<file path="config.mk">
export PLATFORM = sky130hd
export DESIGN_NAME = access_enable_burst_reader
export DESIGN_NICKNAME = d
export VERILOG_FILES = /design/src/rtl/access_enable_burst_reader_pkg.sv /design/src/rtl/access_enable_burst_reader_buffer.sv /design/src/rtl/access_enable_burst_reader.sv
export SDC_FILE = /design/constraint.sdc
export NUM_CORES = 1
export LEC_CHECK = 0
export CAP_MARGIN = 10
export CORE_MARGIN = 3
export CORE_UTILIZATION = 40
export CTS_BUF_LIST = sky130_fd_sc_hd__clkbuf_8
export CTS_CLUSTER_SIZE = 20
export DETAILED_ROUTE_END_ITERATION = 8
export GPL_TIMING_DRIVEN = 0
export PLACE_DENSITY = 0.62
export RECOVER_POWER = 50
export SLEW_MARGIN = 10
export SYNTH_ARGS = -nofsm -noshare
export SYNTH_HDL_FRONTEND = slang
export SYNTH_HIERARCHICAL = 1
export SYNTH_SLANG_ARGS = --single-unit
</file>
<file path="constraint.sdc">
create_clock -name clock -period 4.05 [get_ports clock]
set_clock_uncertainty 0.05 [all_clocks]
set_input_delay 0.81 -clock clock [delete_from_list [all_inputs] [get_ports clock]]
set_output_delay 0.81 -clock clock [all_outputs]
set_load 0.005 [all_outputs]
</file>
<file path="src/rtl/access_enable_burst_reader_pkg.sv">
// Shared types and sizing for the access-enable burst reader.
// FSM state encoding and output buffer depth live here so the top and buffer agree.
package access_enable_burst_reader_pkg;

   typedef enum logic [1:0] {
      IDLE     = 2'd0,
      READING  = 2'd1,
      DRAINING = 2'd2
   } state_t;

   localparam int BUFFER_DEPTH = 2;
   localparam int COUNT_WIDTH  = $clog2(BUFFER_DEPTH + 1);

endpackage

</file>
<file path="src/rtl/access_enable_burst_reader_buffer.sv">
// Two-entry in-order skid buffer between the FIFO read port and the output stream.
// The head register is always the oldest entry so it can drive output_data directly.
module access_enable_burst_reader_buffer
   import access_enable_burst_reader_pkg::*;
#(
   parameter int WIDTH = 8
)
(
   input  logic                   clock,
   input  logic                   reset,
   input  logic                   flush,
   input  logic                   push,
   input  logic [WIDTH-1:0]       push_data,
   input  logic                   pop,
   output logic [COUNT_WIDTH-1:0] count,
   output logic [WIDTH-1:0]       head_data
);

   logic [WIDTH-1:0]       head_q;
   logic [WIDTH-1:0]       tail_q;
   logic [COUNT_WIDTH-1:0] count_q;
   logic                   pop_ok;
   logic                   push_ok;

   assign pop_ok  = pop && (count_q != '0);
   assign push_ok = push && ((count_q != COUNT_WIDTH'(BUFFER_DEPTH)) || pop_ok);

   // Entries shift toward the head on pop; a push lands in the first free slot.
   always_ff @(posedge clock) begin
      if (reset || flush) begin
         count_q <= '0;
         head_q  <= '0;
         tail_q  <= '0;
      end else begin
         case ({push_ok, pop_ok})
            2'b10: begin
               if (count_q == '0) head_q <= push_data;
               else               tail_q <= push_data;
               count_q <= count_q + COUNT_WIDTH'(1);
            end
            2'b01: begin
               head_q  <= tail_q;
               count_q <= count_q - COUNT_WIDTH'(1);
            end
            2'b11: begin
               if (count_q == COUNT_WIDTH'(1)) begin
                  head_q <= push_data;
               end else begin
                  head_q <= tail_q;
                  tail_q <= push_data;
               end
            end
            default: ;
         endcase
      end
   end

   assign count     = count_q;
   assign head_data = head_q;

endmodule

</file>
<file path="src/rtl/access_enable_burst_reader.sv">
// Drains a commanded number of FIFO entries onto a valid/ready stream.
// Optional abort support is enabled with `define ACCESS_ENABLE_BURST_READER_ABORT_EN.
module access_enable_burst_reader
   import access_enable_burst_reader_pkg::*;
#(
   parameter int WIDTH        = 8,
   parameter int LENGTH_WIDTH = 8
)
(
   input  logic                    clock,
   input  logic                    reset,
   input  logic                    start,
   input  logic [LENGTH_WIDTH-1:0] start_length,
   output logic                    busy,
   output logic                    done,
   output logic                    fifo_read_enable,
   input  logic [WIDTH-1:0]        fifo_read_data,
   input  logic                    fifo_read_empty,
   output logic                    output_valid,
   output logic [WIDTH-1:0]        output_data,
   input  logic                    output_ready
`ifdef ACCESS_ENABLE_BURST_READER_ABORT_EN
   ,
   input  logic                    abort,
   output logic                    aborted
`endif
);

   state_t                  state;
   state_t                  next_state;
   logic [LENGTH_WIDTH-1:0] remaining;
   logic [COUNT_WIDTH-1:0]  count;
   logic                    buffer_pop;
   logic                    start_accept;
   logic                    drain_empty;
   logic                    abort_hit;

`ifdef ACCESS_ENABLE_BURST_READER_ABORT_EN
   assign abort_hit = abort && (state != IDLE);
`else
   assign abort_hit = 1'b0;
`endif

   // A start arriving while done is still high is held off one cycle.
   assign start_accept = (state == IDLE) && start && !done;
   assign buffer_pop   = output_valid && output_ready;
   assign drain_empty  = (count == '0) || ((count == COUNT_WIDTH'(1)) && buffer_pop);

   always_ff @(posedge clock) begin
      if (reset) state <= IDLE;
      else       state <= next_state;
   end

   always_comb begin
      next_state = state;
      if (abort_hit) begin
         next_state = IDLE;
      end else begin
         case (state)
            IDLE:     if (start_accept && (start_length != '0)) next_state = READING;
            READING:  if (fifo_read_enable && (remaining == LENGTH_WIDTH'(1))) next_state = DRAINING;
            DRAINING: if (drain_empty) next_state = IDLE;
            default:  next_state = IDLE;
         endcase
      end
   end

   // The read strobe never looks at output_ready; buffer occupancy provides the backpressure.
   always_comb begin
      busy             = (state != IDLE);
      output_valid     = (count != '0);
      fifo_read_enable = (state == READING) && !reset && !abort_hit && !fifo_read_empty &&
                         (remaining != '0) && (count != COUNT_WIDTH'(BUFFER_DEPTH));
   end

   always_ff @(posedge clock) begin
      if (reset) begin
         remaining <= '0;
         done      <= 1'b0;
      end else begin
         if (abort_hit)             remaining <= '0;
         else if (start_accept)     remaining <= start_length;
         else if (fifo_read_enable) remaining <= remaining - LENGTH_WIDTH'(1);
         done <= abort_hit || (start_accept && (start_length == '0)) ||
                 ((state == DRAINING) && drain_empty);
      end
   end

`ifdef ACCESS_ENABLE_BURST_READER_ABORT_EN
   always_ff @(posedge clock) begin
      if (reset) aborted <= 1'b0;
      else       aborted <= abort_hit;
   end
`endif

   access_enable_burst_reader_buffer #(
      .WIDTH (WIDTH)
   ) u_buffer (
      .clock     (clock),
      .reset     (reset),
      .flush     (abort_hit),
      .push      (fifo_read_enable),
      .push_data (fifo_read_data),
      .pop       (buffer_pop),
      .count     (count),
      .head_data (output_data)
   );

endmodule
</file>
==> flow_metrics.env <==
export IMPL_outcome="completed"
export IMPL_min_to="u_buffer/tail_q[4]$_SDFFE_PP0P_"
export IMPL_min_path_cells=2
export IMPL_p_sw_share_pct=26.61
export IMPL_hp_start="u_buffer/tail_q[4]$_SDFFE_PP0P_"
export IMPL_synth_warnings=6
export IMPL_drive_above_1_share_pct=13.36
export IMPL_viasPerCell=5.453
export IMPL_setup_viol=0
export IMPL_cp_end_kind="output port"
export IMPL_insertion_delay_ps=280
export IMPL_critical_path_class="input port to output port"
export IMPL_vdd_ir_drop_max_mv=0.2243
export IMPL_reg2reg_depth=11
export IMPL_areaGrowthSynthToFinish_pct=32.23
export IMPL_maxCapViolations=0
export IMPL_crit_required_ps=3190
export IMPL_slowest_delay_ps=630
export IMPL_met3_length_um=193
export IMPL_cts_inserted_buffers=5
export IMPL_synth_area_leaders="dfxtp_1 37%, mux2i_1 11%, ha_1 4.7%"
export IMPL_drtIter0Drc=62
export IMPL_synthMuxAreaShare_pct=11.35
export IMPL_synth_seq_area_share_pct=36.56
export IMPL_synth_simple_gate_area_share_pct=22.30
export IMPL_p_int_mw=0.5028
export IMPL_power_leakage_nw=0.9196
export IMPL_met1_length_um=1866
export IMPL_clockBufferDepth=2
export IMPL_overflow=0
export IMPL_syn_area_um2=1588
export IMPL_cts_root_buf="clkbuf_8"
export IMPL_critPathLaunchType="input port"
export IMPL_min_period_ps=3828
export IMPL_grt_pass1_wl_um=6630
export IMPL_grt_setup_unrepaired="false"
export IMPL_dieArea_um2=4762
export IMPL_r2r_start="remaining[0]$_SDFFE_PP0P_"
export IMPL_synth_top_flop_cell="dfxtp_1"
export IMPL_wl_met2_um=1704
export IMPL_slew_limit_headroom_pct=60.69
export IMPL_grt_antenna_before_repair=0
export IMPL_tns_ps=0
export IMPL_synth_seq_cells=29
export IMPL_synth_common_cells="29 x dfxtp_1, 20 x nor2_1, 18 x mux2i_1, 14 x a21oi_1"
export IMPL_r2r_end="u_buffer/head_data[3]$_SDFFE_PP0P_"
export IMPL_synth_compound_area_share_pct=20.96
export IMPL_drcViolationCount=0
export IMPL_first_pass_iters=5
export IMPL_ios=33
export IMPL_worst_pin_slew_ps=584.7
export IMPL_postRouteAntennaNets=0
export IMPL_cts_tree="yes"
export IMPL_wl_um=3844
export IMPL_p_comb_share_pct=16.4
export IMPL_netlist_cell_type_count=53
export IMPL_numPortBuffers=32
export IMPL_postSynthAreaPerCell_um2=9.231
export IMPL_synthArstFlopShare_pct=0
export IMPL_hpwl_um=2862
export IMPL_synth_edf_count=0
export IMPL_grt_util_all_layers_pct=17.14
export IMPL_fmax_ghz=0.2612
export IMPL_r2r_slack_ps=1710
export IMPL_rows=22
export IMPL_cts_sinks=29
export IMPL_synth_top_family_by_area="simple AND/OR/NAND/NOR gates"
export IMPL_wl_per_cell_um=14.51
export IMPL_seq_power_share_pct=44.6
export IMPL_dp_worst_setup_slack_ps=48.79
export IMPL_die_y_um=69.01
export IMPL_p_clk_share_pct=39.0
export IMPL_critPathMaxFanout=9
export IMPL_hp_class="register to register"
export IMPL_cts_max_level=2
export IMPL_yosysMostFrequentCell="dfxtp_1"
export IMPL_fin_crit_sh_pct=94.51
export IMPL_grt_max_degree=16
export IMPL_gp_congestion=0.8909
export IMPL_drv_slew=0
export IMPL_grt_pass1_vias=1403
export IMPL_cellPowerDensity_nw_per_um2=326.3
export IMPL_route_vias_total=1445
export IMPL_cts_reportedPaths_clkPinSlew_ps=70
export IMPL_hold_viol=0
export IMPL_syn_inst=172
export IMPL_path_cells="dlygate4sd3_1 > or4b_1 > a211oi_4 > buf_4 > clkdlybuf4s50_1"
export IMPL_top_layer="met4"
export IMPL_worst_path_max_delay_cell="dlygate4sd3_1"
export IMPL_postLayoutSetupSlackWorst_ps=222.2
export IMPL_cp_data_arrival_time_ps=2970
export IMPL_switching_power_mw=0.1823
export IMPL_holdWs_ps=456.3
export IMPL_cts_hold_buf=0
export IMPL_die_w_um=69.01
export IMPL_antenna_cells=0
export IMPL_synth_adder_area_share_pct=4.728
export IMPL_synth_xor_area_share_pct=0.5516
export IMPL_yosysTopAreaCell="dfxtp_1"
export IMPL_startpoint="reset"
export IMPL_yosysTopAreaCellShare_pct=36.56
export IMPL_start_util_pct=42.41
export IMPL_core_area_um2=3744
export IMPL_final_nets=243
[state kept, by name, summed over array words and instances, names as in the netlist]
name                cells
remaining               8
u_buffer/head_data      8
done                    1
state                   2
u_buffer/tail_q         8
u_buffer/count          2
[logic make-up (layout without fill, tap and decap cells)]
family | Yosys count | count (layout)
multiplexers | 18 | 18
buffers and inverters | 12 | 56
AND/OR/NAND/NOR | 60 | 60
adder cells (fa/ha/maj) | 6 | 6
AO/OA/AOI/OAI | 45 | 45
XOR/XNOR | 1 | 1
other | 1 | 2
flip-flops | 29 | 29
[routing by layer]
layer	track usage, %	up-vias
met5	0	-
met4	8.677	0
met3	4.082	8
met2	25.64	39
met1	22.90	679
li1	-	719
[placed cells by master (no fill, tap or decap), drive strengths merged, types with 5 or more instances in the layout]
| master | synthesis | final |
|---|---|---|
| clkbuf | 3 | 10 |
| mux2i | 18 | 18 |
| o21ai | 10 | 10 |
| dlygate4sd3 | 0 | 13 |
| nor2 | 20 | 20 |
| ha | 6 | 6 |
| nand2 | 9 | 9 |
| buf | 1 | 5 |
| nor4 | 5 | 5 |
| clkdlybuf4s50 | 0 | 19 |
| dfxtp | 29 | 29 |
| a21oi | 14 | 14 |
| inv | 8 | 8 |
[how the worst max path moves through the flow]
stage / slack [ps] / end
4_1_cts: 40 / fifo_read_enable
3_3_place_gp: 60 / fifo_read_enable
3_5_place_dp: 50 / fifo_read_enable
5_1_grt: 160 / fifo_read_enable
6_report: 220 / fifo_read_enable
2_1_floorplan: 1390 / fifo_read_enable
[timing repair]
item | 4_1_cts | 5_1_grt
buffers inserted | 0 | 4
endpoints found under the setup margin | 0 | 1
resized for setup | 0 | 0
[through the flow]
stage | util [%] | power (mW) | cells | area [um^2]
2_1_floorplan | - | 0.3748 | 173 | 1592
3_3_place_gp | 52.67 | 0.4198 | 253 | 1972
3_5_place_dp | 52.67 | 0.4221 | 253 | 1972
4_1_cts | 55.38 | 0.6916 | 261 | 2073
5_1_grt | 56.08 | 0.7181 | 265 | 2100
6_report | 56.08 | 0.6850 | 265 | 2100
[critical path: cells and delay by family]
kind	cells	cell delay, ps
buf+inv	3	1330
compound gates	1	220
simple gates	1	600
[area by class of cell]
class                   count  area, um^2
plain buffers               4       22.52
clock buffers               7       96.34
clock inverters             1       5.005
fillers                   347        1644
inverters                   8       30.03
multi-input cells         132       954.7
flip-flops and latches     29       580.6
well taps                  48       60.06
repair buffers             36       350.3
[power by group through the flow]
stage	registers [mW]	logic, mW	clock network, mW
global placement	0.311	0.108	0
global route	0.307	0.124	0.287
detailed placement	0.311	0.111	0
finish	0.305	0.112	0.267
floorplan	0.309	0.0658	0
CTS	0.305	0.111	0.276
Note: power is estimated with default switching activity, not from simulation.
